==> src/rtl/popcnt_seq.sv <==
// Purpose: 48-bit population count, one shared 12-bit counter stepped over four chunks.
// Latency: four RUN edges after acceptance. With POPCNT_SEQ_ZERO_SKIP_EN, it is 0 to 4 edges and stops once the remaining bits are zero.
// Backpressure: one word in flight. in_ready only in IDLE; the result holds in DONE until out_ready.

// Counts the ones in one 12-bit chunk and reports the count as a one-hot vector.
// Bit n of 'onehot' is set when the count is n.
module popcnt12 (
    input  logic [11:0] data,
    output logic [12:0] onehot
);

    logic [3:0] cnt;

    // Plain adder-tree count, then decode to one-hot.
    always_comb begin
        cnt = 4'd0;
        for (int i = 0; i < 12; i++) begin
            cnt = cnt + {3'b000, data[i]};
        end
        onehot = 13'b1 << cnt;
    end

endmodule

module popcnt_seq (
    input  logic        clk,
    input  logic        rst,
    input  logic        in_valid,
    output logic        in_ready,
    input  logic [47:0] in_data,
    output logic        out_valid,
    input  logic        out_ready,
    output logic [5:0]  out_cnt,
    output logic        busy
);

    typedef enum logic [1:0] {
        IDLE = 2'd0,
        RUN  = 2'd1,
        DONE = 2'd2
    } state_t;

    state_t      state_q, state_d;
    logic [1:0]  idx_q,   idx_d;
    logic [47:0] sreg_q,  sreg_d;
    logic [5:0]  acc_q,   acc_d;

    logic [12:0] chunk_onehot;
    logic [3:0]  chunk_bin;

    // The single shared counter always looks at the low chunk of the shift register.
    popcnt12 u_popcnt12 (
        .data   (sreg_q[11:0]),
        .onehot (chunk_onehot)
    );

    // One-hot to binary: OR together the indices of the set bits.
    // Only one bit is set, so the result is exactly that bit's index.
    always_comb begin
        chunk_bin = 4'd0;
        for (int n = 0; n < 13; n++) begin
            if (chunk_onehot[n]) begin
                chunk_bin = chunk_bin | 4'(n);
            end
        end
    end

    // State and datapath registers. Reset wins over every other event.
    always_ff @(posedge clk) begin
        if (rst) begin
            state_q <= IDLE;
            idx_q   <= 2'd0;
            sreg_q  <= 48'd0;
            acc_q   <= 6'd0;
        end else begin
            state_q <= state_d;
            idx_q   <= idx_d;
            sreg_q  <= sreg_d;
            acc_q   <= acc_d;
        end
    end

    // Next-state and datapath updates. Registers hold by default.
    always_comb begin
        state_d = state_q;
        idx_d   = idx_q;
        sreg_d  = sreg_q;
        acc_d   = acc_q;

        case (state_q)
            IDLE: begin
                if (in_valid) begin
                    sreg_d = in_data;
                    acc_d  = 6'd0;
                    idx_d  = 2'd0;
`ifdef POPCNT_SEQ_ZERO_SKIP_EN
                    // An all-zero word has count 0, so skip straight to the result.
                    state_d = (in_data == 48'd0) ? DONE : RUN;
`else
                    state_d = RUN;
`endif
                end
            end

            RUN: begin
                // The largest sum is 4 * 12 = 48, which fits in 6 bits.
                acc_d  = acc_q + {2'b00, chunk_bin};
                sreg_d = {12'd0, sreg_q[47:12]};
                idx_d  = idx_q + 2'd1;
                if (idx_q == 2'd3) begin
                    state_d = DONE;
                end
`ifdef POPCNT_SEQ_ZERO_SKIP_EN
                // No ones are left in the remaining chunks, so the count is final.
                else if (sreg_d == 48'd0) begin
                    state_d = DONE;
                end
`endif
            end

            DONE: begin
                if (out_ready) begin
                    state_d = IDLE;
                end
            end

            default: begin
                state_d = IDLE;
            end
        endcase
    end

    // Handshake outputs are decoded from registered state only, so no input reaches them combinationally.
    always_comb begin
        in_ready  = (state_q == IDLE);
        out_valid = (state_q == DONE);
        busy      = (state_q != IDLE);
        out_cnt   = acc_q;
    end

endmodule
==> config.mk <==
export PLATFORM = sky130hd
export DESIGN_NAME = popcnt_seq
export DESIGN_NICKNAME = d
export VERILOG_FILES = /design/src/rtl/popcnt_seq.sv
export SDC_FILE = /design/constraint.sdc
export NUM_CORES = 1
export LEC_CHECK = 0
export BUFFER_PORTS_ARGS = -buffer_cell sky130_fd_sc_hd__buf_4
export CORE_MARGIN = 10
export CORE_UTILIZATION = 40
export CTS_BUF_LIST = sky130_fd_sc_hd__clkbuf_16
export CTS_CLUSTER_DIAMETER = 30
export DETAILED_ROUTE_END_ITERATION = 6
export GPL_ROUTABILITY_DRIVEN = 0
export PLACE_DENSITY = 0.57
export REMOVE_ABC_BUFFERS = 1
export SETUP_SLACK_MARGIN = 0.4
export SLEW_MARGIN = 20
export SYNTH_ARGS = -nofsm -noshare
export SYNTH_HDL_FRONTEND = slang
export SYNTH_SLANG_ARGS = --single-unit
==> constraint.sdc <==
create_clock -name clk -period 7.19 [get_ports clk]
set_input_delay 1.0785 -clock clk [delete_from_list [all_inputs] [get_ports clk]]
set_output_delay 1.0785 -clock clk [all_outputs]
set_load 0.01 [all_outputs]
==> flow_summary_export.csv <==
group,metric,value,unit
status,status,"finished clean",
global_route,grt_pass1_vias,3170,
cells_and_area,syn_to_final_growth,18.9,%
sta,slew_headroom,43.1,%
cells_and_area,layout.nets,556,
critical_path,crit_type,"flip-flop to flip-flop",
critical_path,endpoint_kind,"flip-flop",
sta,period_minus_slack,5.05,ns
clocking,ctsLongestPathBuffers,2,
sta,hold_viol,0,
routing,avgViaCountPerCell,5.27,
sta,rsz0062_at_grt,"false",
clocking,cts_buffers,9,
critical_path,critical_path_arrival,5.30,ns
global_route,grt_max_degree,86,
routing,wire_per_inst,14.7,um
synth,syn_inst,451,
clocking,clk_pin_slew_worst_paths,0.05,ns
cells_and_area,drive_above_1_share,21.9,%
clocking,cts_sinks,58,
clocking,cts_tree,"built",
clocking,cts_repair_resize_count,0,
sta,holdWs,0.483,ns
routing,drtPass1Iterations,4,
global_route,use_met1,16.7,%
global_route,use_met3,4.62,%
place,portBuffers,60,
pwr,power.total,1.08,mW
floorplan,die_w,114,um
sta,clock_skew,0.00549,ns
sta,tns,0,ns
synth,syn_area,3510,um2
floorplan,rows,34,
sta,fin_crit_sh,70.2,%
critical_path,crit_fanout,7,
clocking,cts_hold_buf,0,
routing,ant_nets,0,
floorplan,core_area,8640,um2
sta,slew_viol_final,0,
floorplan,start_util,40.6,%
floorplan,die_area,12900,um2
routing,first_iter_violations,149,
clocking,clkLatencyLatePin,0.32,ns
routing,dr_total_vias,3138,
sta,worstMarginPinSlew,0.853,ns
hold_path,hp-class,"flip-flop to flip-flop",
floorplan,die_h,114,um
global_route,use_met2,23.3,%
synth,ys_seq_area_share,33.1,%
critical_path,cp-start-kind,"flip-flop",
synth,synth-seq-cells,58,
floorplan,io_pins,61,
pwr,p_leak,1.86,nW
pwr,ir_worst_vdd,122,uV
routing,drc,0,
cells_and_area,n_antenna_cell,0,
clocking,cts_max_level,3,
synth,ys_warn_count,0,
global_route,grt.overflow.total,0,
global_route,track_usage,14.0,%
synth,synth_flop_cell,"dfxtp_1",
global_route,top_usage_layer,"met2",
synth,synth_cell_type_count,42,
place,dp_hpwl,5520,um
synth,synthArstFlopShare,0,%
global_route,grt_pass1_wl,15200,um
sta,setup_violations,0,
sta,fmax,198,MHz
synth,synth_edf_count,0,
pwr,cellPowerDensity,259,nW/um2
job,cap_violations,0,
routing,wl,8750,um
synth,avgSynthCellArea,7.78,um2
clocking,root_buffer,"clkbuf_16",
global_route,antenna_found_initial,0,
critical_path,required,7.44,ns
clocking,post-cts-setup-buffers,0,
==> registers in the layout (all words and copies together), names as in the netlist <==
| register | flops |
|---|---|
| state_q | 2 |
| idx_q | 2 |
| out_cnt | 6 |
| sreg_q | 48 |
==> worst max-delay path, stage by stage (launching register included) <==
cell      delay, ns
dfxtp_1        0.31
ha_1           0.27
inv_1          0.04
fa_1           0.47
inv_1          0.05
fa_1           0.51
inv_1          0.05
fa_1           0.47
inv_1          0.05
fa_1           0.38
inv_1          0.08
fa_1           0.51
mux2i_1        0.25
xor2_1         0.19
a21boi_0       0.11
ha_1           0.22
fa_1           0.41
a211oi_1       0.27
o311ai_0       0.19
a21oi_2        0.14
==> cell families after synthesis <==
kind of cell / count (synthesis) / synth area share [%]
xor gates and xnor gates: 3 / 0.749
adders and majority gates: 18 / 8.13
muxes: 1 / 0.285
DFF: 58 / 33.1
buffers and inverters: 74 / 9.24
AOI/OAI and AO/OA: 140 / 28.5
and+or+nand+nor: 157 / 20.0
==> per-stage QoR <==
step / worst slack [ns] / util [%] / instances / area, um2
2_1_floorplan: 2.47 / - / 411 / 3310
3_3_place_gp: 2.30 / 45.5 / 583 / 3930
3_5_place_dp: 2.18 / 45.5 / 583 / 3930
4_1_cts: 2.13 / 48.3 / 596 / 4170
5_1_grt: 1.90 / 48.3 / 596 / 4170
6_report: 2.14 / 48.3 / 596 / 4170
==> synth_stat cells (all sizes together) (3+ instances only) <==
cell	instances	area (um2)
a22oi	7	52.6
xor2	3	26.3
a2bb2oi	11	96.3
a21oi	75	379
o221a	24	270
nor2	112	420
nand2	5	18.8
nand3	3	15.0
dfxtp	58	1160
nand2b	3	26.3
buf	22	129
a2111oi	10	104
ha	10	125
fa	8	160
a211oi	4	30.0
inv	34	128
clkbuf	18	67.6
nor2b	24	150
nor3	3	15.0
==> cell type report <==
type,instances,area [um2]
clock inverter,4,15.0
fill,887,4470
timing repair buffer,64,480
tap,108,135
multi-input combinational,319,2020
inverter,34,128
clock buffer,9,225
sequential,58,1160
==> power breakdown <==
| group | total [mW] | switching (mW) | internal (mW) |
|---|---|---|---|
| combinational | 0.349 | 0.187 | 0.162 |
| sequential | 0.374 | 0.0223 | 0.352 |
| clock | 0.357 | 0.135 | 0.221 |
==> path summary, 6_finish.rpt <==
kind                            cells after the start  slack (ns)  startpoint          to
worst max-delay path                               19        2.14   sreg_q[0]  out_cnt[4]
worst min-delay path                                1        0.48    idx_q[0]    idx_q[0]
worst max register to register                     19        2.14   sreg_q[0]  out_cnt[4]
worst min register to register                      1        0.48    idx_q[0]    idx_q[0]
==> placed cells by master, fill, tap and decap left out, drive strengths merged, types with 7 or more instances in the layout <==
| master | netlist | routed |
|---|---|---|
| dfxtp | 58 | 58 |
| ha | 10 | 10 |
| a2bb2oi | 11 | 11 |
| fa | 8 | 8 |
| buf | 22 | 64 |
| o221a | 24 | 24 |
| inv | 34 | 36 |
| nor2b | 24 | 24 |
| a22oi | 7 | 7 |
| clkbuf | 18 | 9 |
| a2111oi | 10 | 10 |
| a21oi | 75 | 75 |
| nor2 | 112 | 112 |
==> layer usage <==
| layer | part of all wire [%] | vias to the layer above |
|---|---|---|
| met5 | 0 | - |
| met4 | 0.74 | 0 |
| met3 | 4.6 | 6 |
| met2 | 48 | 51 |
| met1 | 47 | 1458 |
| li1 | - | 1623 |
Note: power is estimated with default switching activity, not from simulation.
